**config.mk**
```make
export PLATFORM = sky130hd
export DESIGN_NAME = long_mul_unit
export DESIGN_NICKNAME = d
export VERILOG_FILES = /design/src/rtl/mul_pkg.sv /design/src/rtl/mul_negate.sv /design/src/rtl/long_mul_unit.sv
export SDC_FILE = /design/constraint.sdc
export NUM_CORES = 1
export LEC_CHECK = 0
export ABC_CLOCK_PERIOD_IN_PS = 6650
export BUFFER_PORTS_ARGS = -buffer_cell sky130_fd_sc_hd__buf_2
export CAP_MARGIN = 30
export CORE_MARGIN = 2
export CORE_UTILIZATION = 25
export CTS_BUF_LIST = sky130_fd_sc_hd__clkbuf_4
export DETAILED_ROUTE_END_ITERATION = 8
export HOLD_SLACK_MARGIN = 0.15
export SETUP_SLACK_MARGIN = 0.5
export SLEW_MARGIN = 20
export SYNTH_ARGS = -nofsm -noshare
export SYNTH_HDL_FRONTEND = slang
export SYNTH_SLANG_ARGS = --single-unit
```
**constraint.sdc**
```tcl
create_clock -name clk -period 6.65 [get_ports clk]
set_input_delay 0.3325 -clock clk [delete_from_list [all_inputs] [get_ports clk]]
set_output_delay 0.3325 -clock clk [all_outputs]
set_load 0.05 [all_outputs]
```
**src/rtl/mul_pkg.sv**
```systemverilog
// Shared definitions for the long multiply unit: op encodings, FSM states, default width.
package mul_pkg;

    localparam int unsigned DEFAULT_WIDTH = 32;

    typedef enum logic [2:0] {
        OP_MUL   = 3'b000,
        OP_MLA   = 3'b001,
        OP_UMULL = 3'b100,
        OP_UMLAL = 3'b101,
        OP_SMULL = 3'b110,
        OP_SMLAL = 3'b111
    } op_e;

    typedef enum logic [1:0] {
        IDLE = 2'd0,
        RUN  = 2'd1,
        FIX  = 2'd2,
        DONE = 2'd3
    } state_e;

    // Long ops produce a 2*WIDTH result; 010/011 fall through to plain MUL.
    function automatic logic op_is_long(input logic [2:0] op);
        return op[2];
    endfunction

    function automatic logic op_is_signed(input logic [2:0] op);
        return op[2] & op[1];
    endfunction

    function automatic logic op_has_acc(input logic [2:0] op);
        return op[2] ? op[0] : (op == OP_MLA);
    endfunction

endpackage

```
**src/rtl/mul_negate.sv**
```systemverilog
// Conditional two's-complement negation, used for operand magnitudes and product sign fixup.
module mul_negate #(
    parameter int unsigned W = 64
) (
    input  logic         en,
    input  logic [W-1:0] din,
    output logic [W-1:0] dout
);

    assign dout = en ? (~din + W'(1)) : din;

endmodule

```
**src/rtl/long_mul_unit.sv**
```systemverilog
// Iterative shift-add multiplier with optional accumulate, short and long (2*WIDTH) results.
module long_mul_unit
    import mul_pkg::*;
#(
    parameter int unsigned WIDTH = DEFAULT_WIDTH
) (
    input  logic             clk,
    input  logic             reset,
    input  logic             start,
    input  logic [2:0]       op,
    input  logic [WIDTH-1:0] SrcA,
    input  logic [WIDTH-1:0] SrcB,
    input  logic [WIDTH-1:0] AccLo,
    input  logic [WIDTH-1:0] AccHi,
    output logic             busy,
    output logic             done,
    output logic [WIDTH-1:0] ResultLo,
    output logic [WIDTH-1:0] ResultHi,
    output logic [1:0]       MulFlags
);

    localparam int unsigned PW = 2 * WIDTH;
    localparam int unsigned CW = $clog2(WIDTH) + 1;

    state_e           state;
    logic [2:0]       op_q;
    logic             sign_q;
    logic [WIDTH-1:0] mcand_q;
    logic [WIDTH-1:0] mplier_q;
    logic [WIDTH-1:0] acc_lo_q;
    logic [WIDTH-1:0] acc_hi_q;
    logic [PW-1:0]    prod_q;
    logic [CW-1:0]    count_q;

    logic             neg_in_a;
    logic             neg_in_b;
    logic [PW-1:0]    mag_a;
    logic [PW-1:0]    mag_b;
    logic [PW-1:0]    prod_fix;
    logic [WIDTH:0]   step_sum;
    logic [PW-1:0]    prod_step;
    logic [PW-1:0]    acc_ext;
    logic [PW-1:0]    result_c;
    logic             long_q_c;
    logic             unused_mag_hi;

    assign neg_in_a = op_is_signed(op) & SrcA[WIDTH-1];
    assign neg_in_b = op_is_signed(op) & SrcB[WIDTH-1];

    // Magnitude of -2^(W-1) is 2^(W-1), which still fits the unsigned W-bit operand.
    mul_negate #(.W(PW)) u_neg_a (
        .en   (neg_in_a),
        .din  ({{WIDTH{SrcA[WIDTH-1]}}, SrcA}),
        .dout (mag_a)
    );

    mul_negate #(.W(PW)) u_neg_b (
        .en   (neg_in_b),
        .din  ({{WIDTH{SrcB[WIDTH-1]}}, SrcB}),
        .dout (mag_b)
    );

    mul_negate #(.W(PW)) u_neg_prod (
        .en   (sign_q),
        .din  (prod_q),
        .dout (prod_fix)
    );

    assign unused_mag_hi = ^{mag_a[PW-1:WIDTH], mag_b[PW-1:WIDTH]};

    // Right-shifting accumulator: add multiplicand into the upper half, then shift one bit.
    assign step_sum  = {1'b0, prod_q[PW-1:WIDTH]} + {1'b0, (mplier_q[0] ? mcand_q : '0)};
    assign prod_step = {step_sum, prod_q[WIDTH-1:1]};

    assign long_q_c = op_is_long(op_q);

    always_comb begin
        acc_ext = '0;
        if (op_has_acc(op_q)) begin
            acc_ext = long_q_c ? {acc_hi_q, acc_lo_q} : {{WIDTH{1'b0}}, acc_lo_q};
        end
        result_c = prod_fix + acc_ext;
    end

    always_ff @(posedge clk) begin
        if (reset) begin
            state    <= IDLE;
            busy     <= 1'b0;
            done     <= 1'b0;
            ResultLo <= '0;
            ResultHi <= '0;
            MulFlags <= '0;
            count_q  <= '0;
            prod_q   <= '0;
        end else begin
            done <= 1'b0;
            case (state)
                IDLE: begin
                    if (start) begin
                        op_q     <= op;
                        sign_q   <= op_is_signed(op) & (SrcA[WIDTH-1] ^ SrcB[WIDTH-1]);
                        mcand_q  <= mag_a[WIDTH-1:0];
                        mplier_q <= mag_b[WIDTH-1:0];
                        acc_lo_q <= AccLo;
                        acc_hi_q <= AccHi;
                        prod_q   <= '0;
                        count_q  <= '0;
                        busy     <= 1'b1;
                        state    <= RUN;
                    end
                end
                RUN: begin
                    prod_q   <= prod_step;
                    mplier_q <= mplier_q >> 1;
                    count_q  <= count_q + CW'(1);
                    if (count_q == CW'(WIDTH - 1)) begin
                        state <= FIX;
                    end
                end
                FIX: begin
                    ResultLo <= result_c[WIDTH-1:0];
                    if (long_q_c) begin
                        ResultHi <= result_c[PW-1:WIDTH];
                        MulFlags <= {result_c[PW-1], (result_c == '0)};
                    end else begin
                        ResultHi <= '0;
                        MulFlags <= {result_c[WIDTH-1], (result_c[WIDTH-1:0] == '0)};
                    end
                    done  <= 1'b1;
                    state <= DONE;
                end
                DONE: begin
                    busy  <= 1'b0;
                    state <= IDLE;
                end
                default: begin
                    busy  <= 1'b0;
                    state <= IDLE;
                end
            endcase
        end
    end

endmodule

```
# Yosys cells after proc, flatten, opt, wreduce, memory -nomap -nowiden
# Index checks and enable logic that the tools add are counted.
[totals]
reg_bits = 272
input_bits = 134
output_inout_bits = 68
wordCells = 67
[classes]
n_reduce_logical = 10
eq_ne = 7
muxes = 21
n_addsub = 6
bitwise = 9
[op_table]
columns = ["cell", "n"]
rows = [
  ["two-way mux 64 bit", 4],
  ["two-way mux 32 bit", 5],
  ["one-hot mux 64 bit (2 select lines)", 1],
  ["adder 32 x 1 -> 32 bit (second input constant)", 2],
  ["adder 64 x 1 -> 64 bit (second input constant)", 1],
  ["adder 64 bit", 1],
  ["logical NOT 64 bit", 1],
  ["inverter 32 bit", 2],
  ["inverter 64 bit", 1],
  ["one-hot mux 32 bit (2 select lines)", 1],
  ["adder 32 x 32 -> 33 bit", 1],
  ["logical NOT 32 bit", 1],
  ["one-hot mux 6 bit (2 select lines)", 1],
  ["one-hot mux 2 bit (4 select lines)", 1],
  ["adder 6 x 1 -> 6 bit (second input constant)", 1],
  ["equality test 6 x 5 -> 1 bit (second input constant)", 1],
  ["two-way mux 2 bit", 3],
  ["two-way mux 6 bit", 1],
  ["AND reduction 2 bit", 3],
  ["AND reduction 3 bit", 2],
  ["AND 1 bit", 4],
  ["equality test 2 bit (second input constant)", 2],
  ["inequality test 2 bit (second input constant)", 2],
  ["nonzero test 2 bit", 2],
  ["other kinds (7)", 9],
]

# Depth between registers and ports, before layout
[logic_depth]
word_depth = 6
mapped_depth = 23
ltp_nobuf = 23

# Hierarchy
# Synthesis repeated with hierarchy kept, for this count alone.
[hier_totals]
hier_cells = 2251
hier_area_um2 = 20604.8
[modules_own_cells]
columns = ["module", "cells_per_inst", "area_each_um2", "seq_area_each_um2", "n_inst"]
rows = [
  ["long_mul_unit", 1642, 15776.4, 6766.5, 1],
  ["mul_negate (u_neg_a ...)", 206, 1649.1, 0.0, 2],
  ["mul_negate (u_neg_prod)", 197, 1530.2, 0.0, 1],
]

# Worst setup path before layout
# Ideal clock, no wire load.
[synth_path]
path_kind = "in2reg"
startpoint = "input port reset"
endpoint = "register acc_hi_q[0] (enable)"
setup_ns = 0.560
setup_slack_ns = 1.000
t_arrival_ns = 5.091
t_required_ns = 6.090
stages = 4
path_cell_list = "clkbuf_1 clkbuf_1 clkbuf_1 nor2_1"
[synth_via]
elab_chain_cells = 2
[synth_lines]
columns = ["element", "line", "rtl"]
rows = [
  ["start, declared", "long_mul_unit.sv:8", "input logic reset,"],
  ["inverter 1 bit (no line)", "--", ""],
  ["AND reduction 3 bit (no line)", "--", ""],
  ["end signal, assigned", "long_mul_unit.sv:105", "acc_hi_q <= AccHi;"],
  ["end, declared", "long_mul_unit.sv:31", "logic [WIDTH-1:0] acc_hi_q;"],
]
# Every way passes these cells.
# A chain may end at the register's enable or synchronous reset.

# Worst setup path after layout
[layout_path]
startpoint = "register prod_q[9]"
endpoint = "register MulFlags[0]"
[layout_via]
elab_chain_cells = 6
[layout_lines]
columns = ["element", "line", "rtl"]
rows = [
  ["start, declared", "long_mul_unit.sv:32", "logic [PW-1:0] prod_q;"],
  ["start signal, assigned", "long_mul_unit.sv:113", "prod_q <= prod_step;"],
  ["inverter 64 bit", "mul_negate.sv:10", "assign dout = en ? (~din + W'(1)) : din;"],
  ["adder 64 x 1 -> 64 bit", "mul_negate.sv:10", ""],
  ["two-way mux 64 bit *", "mul_negate.sv:10", ""],
  ["adder 64 bit *", "long_mul_unit.sv:82", "result_c = prod_fix + acc_ext;"],
  ["logical NOT 64 bit / logical NOT 32 bit (equally long branches)", "long_mul_unit.sv:124, long_mul_unit.sv:127", ""],
  ["two-way mux 2 bit *", "long_mul_unit.sv:122", "if (long_q_c) begin"],
  ["end signal, assigned", "long_mul_unit.sv:124", "MulFlags <= {result_c[PW-1], (result_c == '0)};"],
  ["end signal, assigned", "long_mul_unit.sv:127", "MulFlags <= {result_c[WIDTH-1], (result_c[WIDTH-1:0] == '0)};"],
  ["end, declared", "long_mul_unit.sv:19", "output logic [1:0] MulFlags"],
]
# Mark *: on every way between the ends. The rest lies on a longest branch, timed or not.

==> results.cfg <==
[die]
initial_utilization_pct = 25.2
io_pins = 202
row_count = 98
chipWidth_microns = 272
die_area_sq_mm = 0.0742
core_sq_mm = 0.0714
fp.dieH_microns = 272

[logic_synthesis]
synth_area_leaders = edfxtp_1 (22%), dfxtp_1 (16%), xnor2_1 (7.4%)
synth.area.mux_share_pct = 1.57
synthTopCellsByCount = nor2_1 (219), nand2_1 (163), xnor2_1 (152)
ys_ff_latch = 272
ys_seq_area_share_pct = 37.6
synth_xor_area_share_pct = 9.92
synth_top_area_share_pct = 22.0
netlist_area_sq_mm = 0.0180
synth_most_common_cell = nor2_1
ys.flop_type = dfxtp_1
synth_fa_ha_area_share_pct = 7.38
synthSimpleGateAreaFrac_pct = 19.3
synthCells = 2025
synth-compound-area-share_pct = 21.1
yosys.area.top_type = edfxtp_1
synth_area_per_cell_sq_um = 8.89
async_flop_share_pct = 0
syn-num-nets = 2264
synth_top_family_by_area = compound AO/OA/AOI/OAI gates
yosysWarningCount = 0
synth-edff-count = 132
synth.distinct_cells = 86

[detailed_routing]
num_vias = 16500
wire_per_inst_microns = 16.3
drt_iter0_markers = 958
drtAntennaViolNets = 0
wl_met2_microns = 25900
drc = 0
drt_pre_antenna_iters = 5
route.met3.wl_microns = 2580
vias_per_cell = 4.79
wl_microns = 56200
met1_length_microns = 26100
highest_layer = met5

[clock_tree]
path_clk_slew_ns = 0.07
cts.sinks = 272
clockBufferDepth = 3
post_cts_buffers = 0
htreeDepth = 3
clk_latency_ns = 0.82
clock-root-buffer = clkbuf_4
cts_tree = yes
cts_buffers = 77

[place]
place_worst_setup_slack_ns = 0.856
routabilityCongestion = 0.880
port_buffers = 201
dp_cells = 3103
hpwl_microns = 42500

[critical_path]
required_ns = 7.36
r2r_start = prod_q[9]
timing.critical_path.cells = or4_4 -> nor4_1 -> nand4_1 -> nand2b_1 -> o41ai_2 -> buf_4 -> xnor2_1 -> ha_1 -> a21oi_1 -> o21ai_0 -> a21oi_1 -> a21o_1 -> a21oi_1 -> o21ai_0 -> o21ai_0 -> xor2_1 -> nor3_1 -> nor4bb_1 -> nand4_1 -> nand2b_1
critPathMaxFanout = 8
arrival_ns = 6.43
start_kind = flip-flop
max_stage_delay_ns = 0.59
crit_buf_inv = 1
end_kind = flip-flop
setup.worst_path.class = flip-flop to flip-flop
crit_slowest_cell = or4_4
worstSetupStartpoint = prod_q[9]
critPathTopFamily = simple AND/OR/NAND/NOR gates

[status]
status = finished, final reports clean

[timing]
setup_viol = 0
finalHoldViolCount = 0
worst_slack_ns = 0.929
rsz0062_at_grt = no
layout_min_cycle_time_ns = 5.72
fmax_mhz = 175
worst_pin_slew_ns = 0.896
finClkSkew_ns = 0.0608
tns_ns = 0
report.final.slew_viol_count = 0
period_share_pct = 86.0
relSlewSlack_pct = 40.0

[pwr]
pwr-share-clk_pct = 23.3
switching_power_uw = 2770
leakage_uw = 0.00949
power_density_mw_per_mm2 = 292
ir_drop_mv = 0.162
p_int_uw = 3960
combinationalPowerShare_pct = 44.5
p_seq_share_pct = 32.2
p_sw_share_pct = 41.1

[global_route]
grt_antenna_before_repair = 7
grt_pass1_vias = 16000
grt_first_pass_wirelength_microns = 87300
grt_usage_pct = 14.8
grt_overflow = 0
grt_max_degree = 68

[worst_hold_path]
hold_path_class = primary input to flip-flop
hp-start = AccLo[23]

[cells_and_area]
area_growth_pct = 28.1
final_nets = 2671
drive_gt1_share_pct = 15.6
instances_no_fill = 3444

[flow_run]
cap_violations = 0
power groups by stage:
stage	registers, uW	logic [uW]	clock network [uW]
3_5_place_dp	2200	2870	0
6_report	2170	2990	1570
5_1_grt	2190	3310	1730
3_3_place_gp	2200	2850	0
2_1_floorplan	2320	1980	0
4_1_cts	2170	2990	1640
final timing paths:
check | to | slack, ns | cells past startpoint
worst max-delay path | MulFlags[0] | 0.93 | 20
worst min-delay path | acc_lo_q[23] | 0.23 | 2
worst max register to register | MulFlags[0] | 0.93 | 20
worst min register to register | ResultHi[29] | 0.46 | 2
final cells by class:
class / instances / area (sq um)
clock buffers: 111 / 833
repair buffers: 421 / 3200
clock inverters: 23 / 146
multi-input cells: 1607 / 10700
diodes: 7 / 17.5
inverters: 53 / 199
fillers: 7475 / 48300
flip-flops and latches: 272 / 6770
well taps: 950 / 1190
metal layers:
layer  global-route usage (%)  vias to the layer above
li1                         -                     8300
met1                     19.1                     7646
met2                     24.2                      429
met3                     2.79                      107
met4                     6.12                        2
met5                        0                        -
through the flow:
step	total power [uW]	util, %	hold WS, ns	area (sq um)
finish	6730	32.3	0.234	23100
global route	7230	32.3	0.150	23100
CTS	6800	32.3	0.150	23000
detailed placement	5080	28.1	0.459	20100
global placement	5050	28.0	0.453	20000
floorplan	4300	-	0.431	18000
state kept, by name (all words and copies together), names as in the netlist, 3 cells and up:
register,count
prod_q,64
ResultHi,32
ResultLo,32
acc_hi_q,32
acc_lo_q,32
mcand_q,32
mplier_q,32
count_q,6
op_q,3
cell families (layout without fill, tap and decap cells):
kind of cell,Yosys count,after routing
and+or+nand+nor,705,705
AOI/OAI and AO/OA,565,565
DFF,272,272
xor gates and xnor gates,204,204
buffers and inverters,146,608
adders and majority gates,105,105
muxes,28,28
other,0,7
layout by cell type, fill, tap and decap left out, drive strengths merged, types with 10 or more instances in the layout:
master       instances
a22o                13
nand2              163
xnor2              152
and2                83
nor3                35
dfxtp              140
or3                 15
edfxtp             132
or4                 18
nor2               220
o211ai              12
a211oi              13
xor2                52
clkbuf             111
o41ai               16
ha                 103
a21oi              131
clkinv              17
and3                49
o21ai              121
a31oi               10
nand3               33
buf                221
dlygate4sd3        200
o31ai               34
a221oi              11
or2                 12
mux2i               26
a21o                48
inv                 57
o21bai              22
nand2b              11
nand4               26
o21a                13
a22oi               76
nor4                20
repair_timing:
action,CTS,global route
hold buffers,200,0
resized for setup,0,3
hold endpoints to repair,184,0
setup endpoints to repair,0,2
No activity file was read; power rests on OpenSTA's default activity.
